===== config.mk =====
export PLATFORM = sky130hd
export DESIGN_NAME = pipe_reg_chain
export DESIGN_NICKNAME = d
export VERILOG_FILES = /design/src/rtl/pipe_reg_chain.sv
export SDC_FILE = /design/constraint.sdc
export NUM_CORES = 1
export LEC_CHECK = 0
export BUFFER_PORTS_ARGS = -buffer_cell sky130_fd_sc_hd__buf_4
export CAP_MARGIN = 30
export CORE_MARGIN = 8
export CORE_UTILIZATION = 46
export CTS_CLUSTER_SIZE = 20
export DETAILED_ROUTE_END_ITERATION = 12
export GPL_TIMING_DRIVEN = 1
export PLACE_DENSITY_LB_ADDON = 0.05
export SLEW_MARGIN = 20
export SYNTH_ARGS = -nofsm -noshare
export SYNTH_HDL_FRONTEND = slang
export SYNTH_SLANG_ARGS = --single-unit

===== constraint.sdc =====
create_clock -name i_clk -period 1.2 [get_ports i_clk]
set_clock_uncertainty 0.05 [all_clocks]
set_input_delay 0.06 -clock i_clk [delete_from_list [all_inputs] [get_ports i_clk]]
set_output_delay 0.06 -clock i_clk [all_outputs]
set_load 0.005 [all_outputs]

===== src/rtl/pipe_reg_chain.sv =====
// pipe_reg_chain: DEPTH-stage valid/ready register chain with bubble collapse, flush and optional stall counter
// Optional feature: define PIPE_REG_CHAIN_STALL_CNT_EN to enable the saturating downstream stall counter.
module pipe_reg_chain #(
    parameter int SIZE_DATA = 8,
    parameter int DEPTH     = 2
) (
    input  logic                         i_clk,
    input  logic                         i_reset,
    input  logic                         i_flush,
    input  logic                         i_valid,
    output logic                         o_ready,
    input  logic [SIZE_DATA-1:0]         i_data,
    output logic                         o_valid,
    input  logic                         i_ready,
    output logic [SIZE_DATA-1:0]         o_data,
    output logic [$clog2(DEPTH+1)-1:0]   o_count,
    output logic [15:0]                  o_stall_cnt
);
    localparam int CW = $clog2(DEPTH+1);

    logic [DEPTH-1:0]     valid_q, valid_d;
    logic [SIZE_DATA-1:0] data_q [DEPTH];
    logic [SIZE_DATA-1:0] data_d [DEPTH];
    logic [DEPTH-1:0]     adv;
    logic [CW-1:0]        count_d;

    // a stage advances when downstream drains or any stage at or after it is empty
    always_comb begin
        adv = '0;
        for (int k = 0; k < DEPTH; k++) begin
            adv[k] = i_ready;
            for (int j = k; j < DEPTH; j++) begin
                if (!valid_q[j]) adv[k] = 1'b1;
            end
        end
    end

    // next stage contents: advancing stages take their predecessor, flush kills all valids but keeps data
    always_comb begin
        valid_d = valid_q;
        for (int k = 0; k < DEPTH; k++) data_d[k] = data_q[k];
        valid_d[0] = adv[0] ? i_valid : valid_q[0];
        data_d[0]  = (!i_flush && adv[0] && i_valid) ? i_data : data_q[0];
        for (int k = 1; k < DEPTH; k++) begin
            valid_d[k] = adv[k] ? valid_q[k-1] : valid_q[k];
            data_d[k]  = (!i_flush && adv[k] && valid_q[k-1]) ? data_q[k-1] : data_q[k];
        end
        if (i_flush) valid_d = '0;
    end

    // stage registers; reset clears both valid and data
    always_ff @(posedge i_clk) begin
        if (i_reset) begin
            valid_q <= '0;
            for (int k = 0; k < DEPTH; k++) data_q[k] <= '0;
        end else begin
            valid_q <= valid_d;
            for (int k = 0; k < DEPTH; k++) data_q[k] <= data_d[k];
        end
    end

    // occupancy is a pure function of the registered valid bits
    always_comb begin
        count_d = '0;
        for (int k = 0; k < DEPTH; k++) count_d = count_d + CW'(valid_q[k]);
    end

    assign o_ready = !i_flush && adv[0];
    assign o_valid = valid_q[DEPTH-1];
    assign o_data  = data_q[DEPTH-1];
    assign o_count = count_d;

`ifdef PIPE_REG_CHAIN_STALL_CNT_EN
    logic [15:0] stall_q, stall_d;

    // count cycles where output is offered but not taken, saturating; only reset clears it
    always_comb begin
        stall_d = (o_valid && !i_ready && stall_q != 16'hFFFF) ? stall_q + 16'd1 : stall_q;
    end

    // stall counter register
    always_ff @(posedge i_clk) begin
        stall_q <= i_reset ? 16'd0 : stall_d;
    end

    assign o_stall_cnt = stall_q;
`else
    assign o_stall_cnt = 16'd0;
`endif
endmodule


### Word level (Yosys, flattened, before mapping)

Memory sizes are Yosys's and may differ from the RTL's.
Index checks and enable logic that the tools add are counted.

| word-level totals | value |
|---|---|
| bits in registers | 2 |
| RAM bits | 16 |
| output and inout bits | 28 |
| memories kept | 1 |

Memories:

| name | words | width | rd ports | clocked after Yosys merged registers in | write ports | RTL line | text |
|---|---|---|---|---|---|---|---|
| data_q | 2 | 8 | 2 | 0 | 2 | 22 | `logic [SIZE_DATA-1:0] data_q [DEPTH];` |

| cells by class | value |
|---|---|
| add/sub/neg operators | 1 |
| mux-type cells | 10 |
| bitwise gates (word level) | 2 |
| reduce and logical (&&, ||, !) cells | 6 |

Operator list:

| operator | number |
|---|---|
| 8-bit 2-to-1 mux | 4 |
| 1-bit 2-to-1 mux | 6 |
| 1-bit logical AND | 4 |
| 1-bit by 1-bit adder with 2-bit output | 1 |
| 1-bit bitwise OR | 2 |
| 2-bit OR reduction | 1 |
| 1-bit logical NOT | 1 |

### Depth between registers and ports, before layout

| logic depth | value |
|---|---|
| depth after elaboration | 6 |
| mapped depth | 4 |
| gate-level depth less buffers | 3 |

### Worst setup path before layout

No wires, ideal clock.

| path | value |
|---|---|
| path kind | reg-to-reg |
| from | reg valid_q[1] |
| to | mem data_q[0][0] |
| library setup time | 0.072 ns |
| data arrival time | 0.946 ns |
| required time | 1.078 ns |
| slack | 0.132 ns |
| cell stages (with the launch flop) | 4 |
| buffers on the path | 0 |
| cell sequence | dfxtp_1 nor2b_4 a21oi_4 mux2i_1 |

RTL lines:

| what | RTL line | text |
|---|---|---|
| start: declaration | 21 | `logic [DEPTH-1:0] valid_q, valid_d;` |
| start signal: assignment | 57 | `valid_q <= valid_d;` |
| end: declaration | 22 |  |

### Final worst setup path

| path | value |
|---|---|
| from | reg valid_q[1] |
| to | out o_count[0] |

| on the way | value |
|---|---|
| cells in the longest elaborated chain, start to end | 1 |

Ends and longest elaborated chain:

| what | RTL line | text |
|---|---|---|
| 1-bit by 1-bit adder with 2-bit output | 65 | `for (int k = 0; k < DEPTH; k++) count_d = count_d + CW'(valid_q[k]);` |
| end: declaration | 16 | `output logic [$clog2(DEPTH+1)-1:0] o_count,` |

Every way passes these cells.

==> results.sh <==
export IMPL_static_leakage_power_nw=0.533
export IMPL_syn_cell_area_um2=976
export IMPL_ff_latch_area_um2=368
export IMPL_route_detailed_wl_per_inst_um=12.0
export IMPL_timing_final_ws_setup_ps=-9.75
export IMPL_dp_hpwl_um=1420
export IMPL_synth_adder_area_share_pct=1.28
export IMPL_design_die_area_um2=3850
export IMPL_grt_usage_pct=11.6
export IMPL_timing_hold_worst_class="primary input to flop"
export IMPL_synthDominantCellAreaShare_pct=36.9
export IMPL_min_period_over_period_pct=101
export IMPL_root_buffer="sky130_fd_sc_hd__clkbuf_4"
export IMPL_crit_path_max_fanout=3
export IMPL_crit_arrival_ps=1100
export IMPL_path_clk_slew_ps=100
export IMPL_dpl_cell_area_um2=1080
export IMPL_clock_tree_from_tritoncts="done"
export IMPL_placement_setup_worst_slack_ps=96.8
export IMPL_postLayoutCoreUtil_pct=64.2
export IMPL_power_ir_vdd_worst_uv=598
export IMPL_power_frac_seq_pct=53.6
export IMPL_fin_setup_tns_ps=-12.5
export IMPL_fmaxAchievable_mhz=827
export IMPL_worst_path_required_ps=1090
export IMPL_port_buffer_count=24
export IMPL_maxCapViolations=0
export IMPL_drt_iter0_drc=5
export IMPL_final_max_slew_viol_count=0
export IMPL_synth_warn=0
export IMPL_pwr_share_clk_pct=31.7
export IMPL_dr_pass1_iters=4
export IMPL_first_global_vias=711
export IMPL_design_core_area_um2=1980
export IMPL_netlist_top_cell_by_area="sky130_fd_sc_hd__dfxtp_1"
export IMPL_synth_area_mux_share_pct=8.21
export IMPL_most_area_consuming_cells_after_synthesis="sky130_fd_sc_hd__dfxtp_1 (37%), sky130_fd_sc_hd__buf_4 (18%), sky130_fd_sc_hd__nand2b_1 (12%)"
export IMPL_pwr_share_comb_pct=14.7
export IMPL_fillCellCount=173
export IMPL_clockBufferDepth=2
export IMPL_holdWs_ps=21.7
export IMPL_syn_to_final_growth_pct=30.4
export IMPL_starting_density_of_the_core_pct=49.2
export IMPL_top_level_ports=41
export IMPL_vias=726
export IMPL_grt_first_pass_wirelength_um=3240
export IMPL_avgViaCountPerCell=4.43
export IMPL_cts_buffers_inserted=3
export IMPL_synth_distinct_cells=17
export IMPL_detail_route_antenna_nets=0
export IMPL_clk_latency_ps=290
export IMPL_globalRouteOverflowTotal=0
export IMPL_dieWidth_um=62.1
export IMPL_final_layout_size_suffix_gt1_share_pct=33.6
export IMPL_final_nets=152
export IMPL_p_sw_share_pct=23.0
export IMPL_h_tree_lvl_count=1
export IMPL_floorplan_rows=16
export IMPL_die_height_um=62.1
export IMPL_synth_compound_area_share_pct=10.9
export IMPL_synth_xor_xnor_area_share_pct=0
export IMPL_timing_hold_violations_final=0
export IMPL_clock_sink_count=18
export IMPL_cellInternalPower_uw=895
export IMPL_largest_family_of_logic_cells_by_synthesized_area="buffers and inverters"
export IMPL_antenna_diode_count=0
export IMPL_syn_avg_cell_area_um2=9.04
export IMPL_cellPowerDensity_nw_per_um2=913
export IMPL_final_instance_count_excl_fill=164
export IMPL_switching_power_summed_over_all_nets_uw=267
export IMPL_routabilityCongestion=0.716
export IMPL_syn_instance_count=108
export IMPL_drc_errors=0
export IMPL_setup_viol_count_final=2
export IMPL_antenna_violations_before_repair=0
export IMPL_worstSetupEndpointType="output pin"
export IMPL_multi_input_area_um2=492
export IMPL_grt_setup_unrepaired="true"
export IMPL_totalPowerFinal_mw=1.16
export IMPL_critical_path_startpoint_type="flop"
export IMPL_post_synthesis_share_of_cell_area_spent_on_and_or_nand_and_nor_gates_pct=20.6
export IMPL_final_period_minus_worst_setup_slack_ps=1210
export IMPL_placedCellCount=149
export IMPL_worstSetupPathType="flop to output pin"
export IMPL_wirelength_um=1960
export IMPL_final_area_um2=1270
export IMPL_failing_checks="negative setup slack"
export IMPL_result_of_the_run="finished with violations"
export IMPL_grt_start_max_net_pins=27
export IMPL_postSynthRegisterBits=18
export IMPL_yosysSeqAreaShare_pct=36.9
[layout make-up]
type / instances / share of cell area (%)
Clock buffer: 4 / 2.85
Multi-Input combinational cell: 76 / 38.6
Sequential cell: 18 / 28.9
Tap cell: 27 / 2.65
Timing Repair Buffer: 39 / 26.9
[cell usage in the layout, fill, tap and decap left out, types with 2 or more instances in the layout]
cell                             n
sky130_fd_sc_hd__buf_4          25
sky130_fd_sc_hd__nand2b_1       17
sky130_fd_sc_hd__conb_1         16
sky130_fd_sc_hd__dfxtp_1        16
sky130_fd_sc_hd__dlygate4sd3_1   9
sky130_fd_sc_hd__nand3_1         8
sky130_fd_sc_hd__mux2i_1         8
sky130_fd_sc_hd__a21oi_1         7
sky130_fd_sc_hd__o21ai_1         6
sky130_fd_sc_hd__buf_6           4
sky130_fd_sc_hd__a21oi_2         3
sky130_fd_sc_hd__clkbuf_4        3
sky130_fd_sc_hd__nor3_1          2
sky130_fd_sc_hd__dfxtp_4         2
[registers in the layout, indices dropped and copies added, names as in the netlist]
name and flops:
data_q 16, valid_q 2
[synth_stat cells (all sizes together)]
library cell	number
conb	1
ha	1
o21ai	8
mux2i	8
nor2	1
a21oi	11
and2b	1
nor2b	1
nand3	8
nor3	2
buf	29
dfxtp	18
nand2b	19
[critical path: stages, from the launching register on]
cell and delay, ps:
sky130_fd_sc_hd__dfxtp_4 360, sky130_fd_sc_hd__buf_6 120, sky130_fd_sc_hd__ha_4 230, sky130_fd_sc_hd__buf_6 110
[timing repair]
item                                   in CTS  in global routing
buffers inserted                            3                  0
hold buffers                                9                  0
pin swaps                                   2                  0
setup endpoints to repair                   3                 19
resized for setup                           9                 13
endpoints found under the hold margin      10                  0
[power groups by stage]
stage | Combinational [mW] | Clock, mW | Sequential [mW]
6_report | 0.170 | 0.368 | 0.623
5_1_grt | 0.188 | 0.432 | 0.626
4_1_cts | 0.165 | 0.385 | 0.623
3_5_place_dp | 0.135 | 0 | 0.640
3_3_place_gp | 0.133 | 0 | 0.640
2_1_floorplan | 0.115 | 0 | 0.637
[per-layer routing]
layer  part of all wire (%)  global-route usage (%)
met1                     46                    13.8
met2                     45                    17.3
met4                   0.51                    6.82
met5                      0                       0
met3                    8.5                    4.32
[final timing paths]
| path | cells past startpoint | end | slack, ps | start |
|---|---|---|---|---|
| hold reg to reg | 2 | data_q[0][9]$_SDFFE_PP0P_ | 420 | data_q[0][1]$_SDFFE_PP0P_ |
| hold / removal | 3 | valid_q[0]$_SDFFE_PP0P_ | 20 | i_valid |
| setup / recovery | 3 | o_count[0] | -10 | valid_q[1]$_SDFFE_PP0P_ |
| setup reg to reg | 5 | data_q[0][10]$_SDFFE_PP0P_ | 20 | valid_q[1]$_SDFFE_PP0P_ |
[kinds of logic (layout without fill, tap and decap cells)]
family / after synthesis / in the layout
and+or+nand+nor: 32 / 32
buffers and inverters: 29 / 43
AOI/OAI and AO/OA: 19 / 19
DFF: 18 / 18
muxes: 8 / 8
adders and majority gates: 1 / 1
other: 1 / 16
Note: power is estimated with default switching activity, not from simulation.
